## config.mk

```make
export PLATFORM = sky130hd
export DESIGN_NAME = qq_cmd_sequencer
export DESIGN_NICKNAME = d
export VERILOG_FILES = /design/src/rtl/qq_cmd_sequencer.sv
export SDC_FILE = /design/constraint.sdc
export NUM_CORES = 1
export LEC_CHECK = 0
export BUFFER_PORTS_ARGS = -buffer_cell sky130_fd_sc_hd__buf_2
export CORE_MARGIN = 3
export CORE_UTILIZATION = 54
export CTS_CLUSTER_DIAMETER = 120
export DETAILED_ROUTE_END_ITERATION = 12
export GPL_TIMING_DRIVEN = 0
export PLACE_DENSITY = 0.86
export SYNTH_ARGS = -nofsm -noshare
export SYNTH_HDL_FRONTEND = slang
export SYNTH_SLANG_ARGS = --single-unit
export TNS_END_PERCENT = 30
```

## constraint.sdc

```tcl
create_clock -name clk -period 5.1 [get_ports clk]
set_clock_uncertainty 0.1 [all_clocks]
set_input_delay 0.255 -clock clk [delete_from_list [all_inputs] [get_ports clk]]
set_output_delay 0.255 -clock clk [all_outputs]
set_load 0.005 [all_outputs]
```

## src/rtl/qq_cmd_sequencer.sv

```systemverilog
// qq_cmd_sequencer: accepts one enqueue/dequeue command at a time, pulses the
// external queue node, waits SETTLE cycles for the node output to settle and
// returns a response. Occupancy is tracked locally against a capacity that is
// latched when each command is accepted.
//
// Ports:
//   clk, rst                      clock, synchronous active-high reset
//   cmd_valid/cmd_ready           command handshake (ready only in IDLE)
//   cmd_op, cmd_data              0 = enqueue cmd_data, 1 = dequeue
//   array_size                    queue capacity, sampled on acceptance
//   q_enq, q_deq, q_data_o        one-cycle pulse and data to the queue node
//   q_data_i                      dequeued value from the queue node
//   rsp_valid/rsp_ready           response handshake
//   rsp_data, rsp_err             dequeued value / rejection flag
//   count, full, empty            occupancy status
module qq_cmd_sequencer #(
  parameter int unsigned W      = 32,
  parameter int unsigned SETTLE = 4
) (
  input  logic         clk,
  input  logic         rst,
  input  logic         cmd_valid,
  output logic         cmd_ready,
  input  logic         cmd_op,
  input  logic [W-1:0] cmd_data,
  input  logic [7:0]   array_size,
  output logic         q_enq,
  output logic         q_deq,
  output logic [W-1:0] q_data_o,
  input  logic [W-1:0] q_data_i,
  output logic         rsp_valid,
  input  logic         rsp_ready,
  output logic [W-1:0] rsp_data,
  output logic         rsp_err,
  output logic [7:0]   count,
  output logic         full,
  output logic         empty
);

  localparam int unsigned CW = 8;
  localparam logic [CW-1:0] SETTLE_M1 = CW'(SETTLE - 1);

  typedef enum logic [1:0] {
    S_IDLE  = 2'd0,
    S_ISSUE = 2'd1,
    S_WAIT  = 2'd2,
    S_RESP  = 2'd3
  } state_e;

  state_e        state_q, state_d;
  logic          op_q, op_d;
  logic [W-1:0]  data_q, data_d;
  logic [CW-1:0] size_q, size_d;
  logic [CW-1:0] wait_q, wait_d;
  logic [CW-1:0] count_q, count_d;
  logic [W-1:0]  rsp_data_q, rsp_data_d;
  logic          rsp_err_q, rsp_err_d;

  logic          accept_c;
  logic          reject_c;

  // State and datapath registers
  always_ff @(posedge clk) begin
    if (rst) begin
      state_q    <= S_IDLE;
      op_q       <= 1'b0;
      data_q     <= '0;
      size_q     <= '0;
      wait_q     <= '0;
      count_q    <= '0;
      rsp_data_q <= '0;
      rsp_err_q  <= 1'b0;
    end else begin
      state_q    <= state_d;
      op_q       <= op_d;
      data_q     <= data_d;
      size_q     <= size_d;
      wait_q     <= wait_d;
      count_q    <= count_d;
      rsp_data_q <= rsp_data_d;
      rsp_err_q  <= rsp_err_d;
    end
  end

  assign accept_c = cmd_valid && cmd_ready;
  // Guard uses the capacity being offered now, since that is what gets latched
  assign reject_c = cmd_op ? (count_q == '0) : (count_q >= array_size);

  // Next-state logic
  always_comb begin
    state_d    = state_q;
    op_d       = op_q;
    data_d     = data_q;
    size_d     = size_q;
    wait_d     = wait_q;
    count_d    = count_q;
    rsp_data_d = rsp_data_q;
    rsp_err_d  = rsp_err_q;

    unique case (state_q)
      S_IDLE: begin
        if (accept_c) begin
          op_d       = cmd_op;
          data_d     = cmd_data;
          size_d     = array_size;
          rsp_data_d = '0;
          if (reject_c) begin
            rsp_err_d = 1'b1;
            state_d   = S_RESP;
          end else begin
            rsp_err_d = 1'b0;
            state_d   = S_ISSUE;
          end
        end
      end
      S_ISSUE: begin
        wait_d  = SETTLE_M1;
        count_d = op_q ? CW'(count_q - 8'd1) : CW'(count_q + 8'd1);
        state_d = S_WAIT;
      end
      S_WAIT: begin
        if (wait_q == '0) begin
          rsp_data_d = op_q ? q_data_i : '0;
          state_d    = S_RESP;
        end else begin
          wait_d = CW'(wait_q - 8'd1);
        end
      end
      S_RESP: begin
        if (rsp_ready) begin
          state_d = S_IDLE;
        end
      end
      default: state_d = S_IDLE;
    endcase
  end

  // Outputs are state decodes, masked while rst is high so an aborted
  // command produces neither a node pulse nor a response in the reset cycle
  assign cmd_ready = !rst && (state_q == S_IDLE);
  assign q_enq     = !rst && (state_q == S_ISSUE) && !op_q;
  assign q_deq     = !rst && (state_q == S_ISSUE) && op_q;
  assign q_data_o  = (!rst && ((state_q == S_ISSUE) || (state_q == S_WAIT))) ? data_q : '0;
  assign rsp_valid = !rst && (state_q == S_RESP);
  assign rsp_data  = rsp_data_q;
  assign rsp_err   = rsp_err_q;
  assign count     = count_q;
  assign full      = (count_q >= size_q);
  assign empty     = (count_q == '0);

endmodule

```

* After elaboration in Yosys (flattened, before gate mapping)
Index checks and enable logic that the tools add are counted.
** Operators by class
- $add $sub $neg :: 3
- Order comparisons :: 2
- Equality and inequality tests :: 7
- Multiplexer cells :: 15
- Reductions and logical operators :: 19
** Operators with widths (count)
- $mux W32 :: 4
- $pmux W32 S2 :: 1
- $ge A8 B8 Y1 :: 2
- $logic_not A8 Y1 :: 2
- $mux W8 :: 2
- $pmux W8 S2 :: 1
- $sub A8 B1 Y8 const B :: 2
- $add A8 B1 Y8 const B :: 1
- $mux W2 :: 4
- $ne A2 B2 Y1 const B :: 4
- $pmux W2 S4 :: 1
- $logic_and A1 B1 Y1 :: 7
- $reduce_and A3 Y1 :: 2
- $eq A2 B2 Y1 const B :: 2
- $reduce_and A2 Y1 :: 2
- $reduce_bool A2 Y1 :: 2
- $eq A2 B1 Y1 const B :: 1
- $logic_not A1 Y1 :: 2
- $logic_not A2 Y1 :: 1
- $mux W1 :: 2
- $logic_or A1 B1 Y1 :: 1
** Storage, ports and cells
- Register bits :: 92
- Input port bits :: 77
- Logic and storage cells :: 54

* Depth between registers and ports, before layout
- Depth in word-level cells :: 5
- Depth in mapped cells :: 8
- Gate-level depth less buffers :: 7

* Least setup slack after synthesis
OpenSTA, ideal clock, no wires.
- Path kind :: register to register
- Start :: reg count_q[0], in the netlist count[0]
- End :: reg state_q[1]
- Library setup time :: 136 ps
- Data arrival time :: 1792 ps
- Required time :: 4864 ps
- Slack :: 3072 ps
- Cell stages (with the launch flop) :: 8
- Buffers on the path :: 0
- Period minus slack after synthesis :: 2028 ps
- Cell sequence :: dfxtp_1 > inv_1 > ha_1 > nand2b_1 > a2111oi_0 > nor3_1 > o41ai_1 > a21boi_1
** On the way
- Word-level cells in the longest chain between the ends :: 5
- Elaborated cells on any way between the ends :: 6
** Ends and longest elaborated chain
- from (decl) :: RTL line 55 : logic [CW-1:0] count_q, count_d;
- from (signal assigned) :: RTL line 79 : count_q <= count_d;
- $ge A8 B8 Y1 / $logic_not A8 Y1 (equally long branches) :: RTL line 87 : assign reject_c = cmd_op ? (count_q == '0) : (count_q >= array_size);
- $mux W1 (*) :: RTL line 87
- $mux W2 (*) :: RTL line 107 : if (reject_c) begin
- $mux W2 (*) :: RTL line 102 : if (accept_c) begin
- $pmux W2 S4 (*) :: RTL line 100 : unique case (state_q)
- to (signal assigned) :: RTL line 74 : state_q <= state_d;
- to (decl) :: RTL line 50 : state_e state_q, state_d;
Every way passes the cells marked *; elsewhere a longest branch is shown, timed or not. The select of a mux whose other input is x is not followed.
A chain may end at the register's enable or synchronous reset.

* Worst setup path after layout
- Start :: reg count_q[0], in the netlist count[0]
- End :: out full
** On the way
- Word-level cells in the longest chain between the ends :: 1
** Ends and longest elaborated chain
- $ge A8 B8 Y1 :: RTL line 148 : assign full = (count_q >= size_q);
- to (decl) :: RTL line 36 : output logic full,
No other way between the ends.

==> summary.md <==
| Metric | Value |
|---|---|
| Final worst slack | 2452 ps |
| 1st-pass router iterations | 5 |
| P per Cell Area | 387.6 nW/µm² |
| Hold Vio Cnt, Final | 0 |
| Overflow after GRT | 0 |
| Hold Crit Class | input pin to flop |
| Final WL | 11,720 µm |
| Largest family of logic cells by synthesized area | simple AND/OR/NAND/NOR gates |
| Power, Total | 2.178 mW |
| Initial antenna violation count | 0 |
| # nets final | 831 |
| DP Worst Slack | 2568 ps |
| Final worst path period share | 0.5192 |
| Cell area after synthesis | 4422 µm² |
| Post-Syn Nets | 653 |
| Critical Path Slowest Stage Cell | dfxtp_1 |
| Resize count post-CTS | 0 |
| Worst stage delay on the critical path | 440 ps |
| GRT Total Usage | 0.2444 |
| Largest net degree at the start of global routing | 17 |
| RSZ-0062 raised after global routing | false |
| Yosys warns | 0 |
| Final Cell Area | 5619 µm² |
| Endpoints failing setup | 0 |
| Antenna diode count | 0 |
| Clock transition at the registers of the reported paths | 90 ps |
| Fin. max-slew vios | 0 |
| Wire per inst | 14.13 µm |
| Placed wire-length estimate | 8881 µm |
| Critical-path cell list | inv_1, ha_1, nand2b_1, a21o_1, a21oi_1, o21ai_0, o41a_1, buf_2 |
| Dpl cell area | 5325 µm² |
| Drt initial violations | 174 |
| MaxCap Viol Count | 0 |
| Outcome | finished clean |
| Fill count | 620 |
| CTS H-tree depth | 3 |
| Slew Limit Headroom | 0.5279 |
| CTS tree | built |
| CP Data Required Time | 4740 ps |
| Clk_lat worst skew | 350 ps |
| Gpl congestion | 0.9087 |
| Clock Tree Buf Depth | 2 |
| Critical path fanouts, max | 5 |
| Via count | 4,498 |
| Dominant cells by area after synthesis | dfxtp_1 42%, nand2_1 9.6%, ha_1 8.2%, and2_1 4.8%, a21oi_1 4.4% |
| Total CTS buffers | 9 |
| Worst-Margin Slew | 698.9 ps |
| Seq/Total Area, Yosys | 0.4165 |
| Fraction of registers with async set/reset | 0 |
| Cell taking the most area after synthesis | dfxtp_1 |
| CTS root buf | clkbuf_8 |
| Cell row count | 32 |
| Synthesized-area fraction occupied by adder cells | 0.08659 |
| Most frequent cell after synthesis | nand2_1 |
| Peak VDD IR | 0.1788 mV |
| Top_reg_cell synth | dfxtp_1 |
| Vias in the first global route | 4,012 |
| Synth cell count leaders | 113 x nand2_1, 92 x dfxtp_1, 39 x a21oi_1, 39 x o21ai_0, 37 x nand3_1 |
| Vias per inst | 5.419 |
| Post-CTS Setup Inserts | 0 |
| Ratio of cells with drive above 1 in the final layout | 0.2582 |
| Post-synth top area share | 0.4165 |
| I/O pin count | 156 |
| CP Launch Type | flop |
| Total core area | 7848 µm² |
| Simple-gate portion of the synthesized area | 0.2569 |
| Min cycle time layout | 2648 ps |
| P&R area growth vs syn | 27.08% |
| CTS Hold Bufs | 12 |
| Hold Worst Slack | 10.64 ps |
| Sink Count | 92 |
| Multiplexer share of the synthesized area | 0.002264 |
| First-pass GRT wire length | 18,200 µm |
| PortBufs | 155 |
| Die ar. | 9310 µm² |
| Post-synth EDFFs | 0 |
| WS Path Type | flop to output port |
| Post-route ant nets | 0 |
| Critical Path AT | 2290 ps |
| Fmax | 377.7 MHz |
| Synth Area in XOR/XNOR | 0.01188 |
| Remaining DRCs | 0 |
| Synth unique cells | 52 |
| Critical Path Sink Type | output port |
| Compound-Gate Fraction of Synth Area | 0.1667 |
| Die height | 96.49 µm |
| Yosys reg bits | 92 |
| Avg Inst Size Synth | 8.098 µm² |
| Synthesized instance count | 546 |
| Die Wd | 96.49 µm |
| Lkg Pwr | 2.551 nW |
| Initial Utilization | 0.5635 |
| Setup TNS Final | 0 ps |
[power by group]
part / internal (mW) / switching, mW / leakage [nW]
Combinational: 0.350 / 0.474 / 1.73
Sequential: 0.824 / 0.0852 / 0.749
Clock: 0.179 / 0.266 / 0.0759
[critical path: cells and delay by family (launching register included)]
family / cells / cell delay (ps)
compound gates: 4 / 810
flops: 1 / 440
fa+ha+maj: 1 / 300
buf+inv: 2 / 260
simple gates: 1 / 140
[cell usage in the layout, fill, tap and decap left out, drive strengths merged, types with 2 or more instances in the layout]
| cell | netlist | routed |
|---|---|---|
| a211oi | 3 | 3 |
| a21boi | 2 | 2 |
| a21o | 4 | 4 |
| a21oi | 40 | 40 |
| a31oi | 3 | 3 |
| and2 | 34 | 34 |
| buf | 15 | 170 |
| clkbuf | 18 | 27 |
| clkinvlp | 0 | 4 |
| dfxtp | 92 | 92 |
| dlygate4sd3 | 0 | 12 |
| ha | 29 | 29 |
| inv | 26 | 28 |
| nand2 | 114 | 114 |
| nand2b | 5 | 5 |
| nand3 | 37 | 37 |
| nand4 | 3 | 3 |
| nor2 | 13 | 13 |
| nor2b | 6 | 6 |
| nor3 | 13 | 13 |
| nor3b | 2 | 2 |
| nor4 | 2 | 2 |
| o211ai | 2 | 2 |
| o21a | 6 | 6 |
| o21ai | 41 | 41 |
| o311ai | 3 | 3 |
| o31ai | 8 | 8 |
| o41ai | 2 | 2 |
| or4 | 4 | 4 |
| xor2 | 5 | 5 |
[per-stage QoR]
stage,utilization,instances
4_1_cts,0.7160,830
3_3_place_gp,0.6786,803
3_5_place_dp,0.6786,803
2_1_floorplan,-,546
5_1_grt,0.7160,830
6_report,0.7160,830
[final cells by class]
cell class                 instances  area, µm²  share of cell area
clock buffer                       9      123.9             0.02204
multi-input combinational        394       2318              0.4126
sequential                        92       1842              0.3278
buffer                            33      160.2             0.02850
clock inverter                     6      50.05            0.008907
tap                              102      127.6             0.02271
timing repair buffer             167      895.9              0.1594
inverter                          27      101.3             0.01804
[cells by family after synthesis]
logic type / count (synthesis)
AND/OR/NAND/NOR: 237
adder cells (fa/ha/maj): 30
buffers and inverters: 60
AO/OA/AOI/OAI: 120
XOR/XNOR: 6
flip-flops: 92
multiplexers: 1
[state kept, by name, indices dropped and copies added, names as in the netlist]
name	cells
count	8
data_q	32
op_q	1
rsp_data	32
rsp_err	1
size_q	8
state_q	2
wait_q	8
[worst paths after layout]
| path | start | end | slack (ps) | cells after the start |
|---|---|---|---|---|
| setup reg to reg | count[0]$_SDFFE_PP0P_ | state_q[1]$_SDFFE_PP0P_ | 2570 | 7 |
| hold reg to reg | rsp_data[13]$_SDFFE_PP0P_ | rsp_data[13]$_SDFFE_PP0P_ | 360 | 2 |
| setup / recovery | count[0]$_SDFFE_PP0P_ | full | 2450 | 8 |
| hold / removal | cmd_data[14] | data_q[14]$_SDFFE_PP0P_ | 10 | 3 |
[metal layers]
metal  routed length (µm)  up-vias  track usage
met3                  706       23      0.04183
met1                 4869     2095       0.2933
met4                  255        0      0.08762
met2                 5893      164       0.4374
met5                    0        -            0
li1                     -     2216            -
Power figures use the tool's default switching activity.
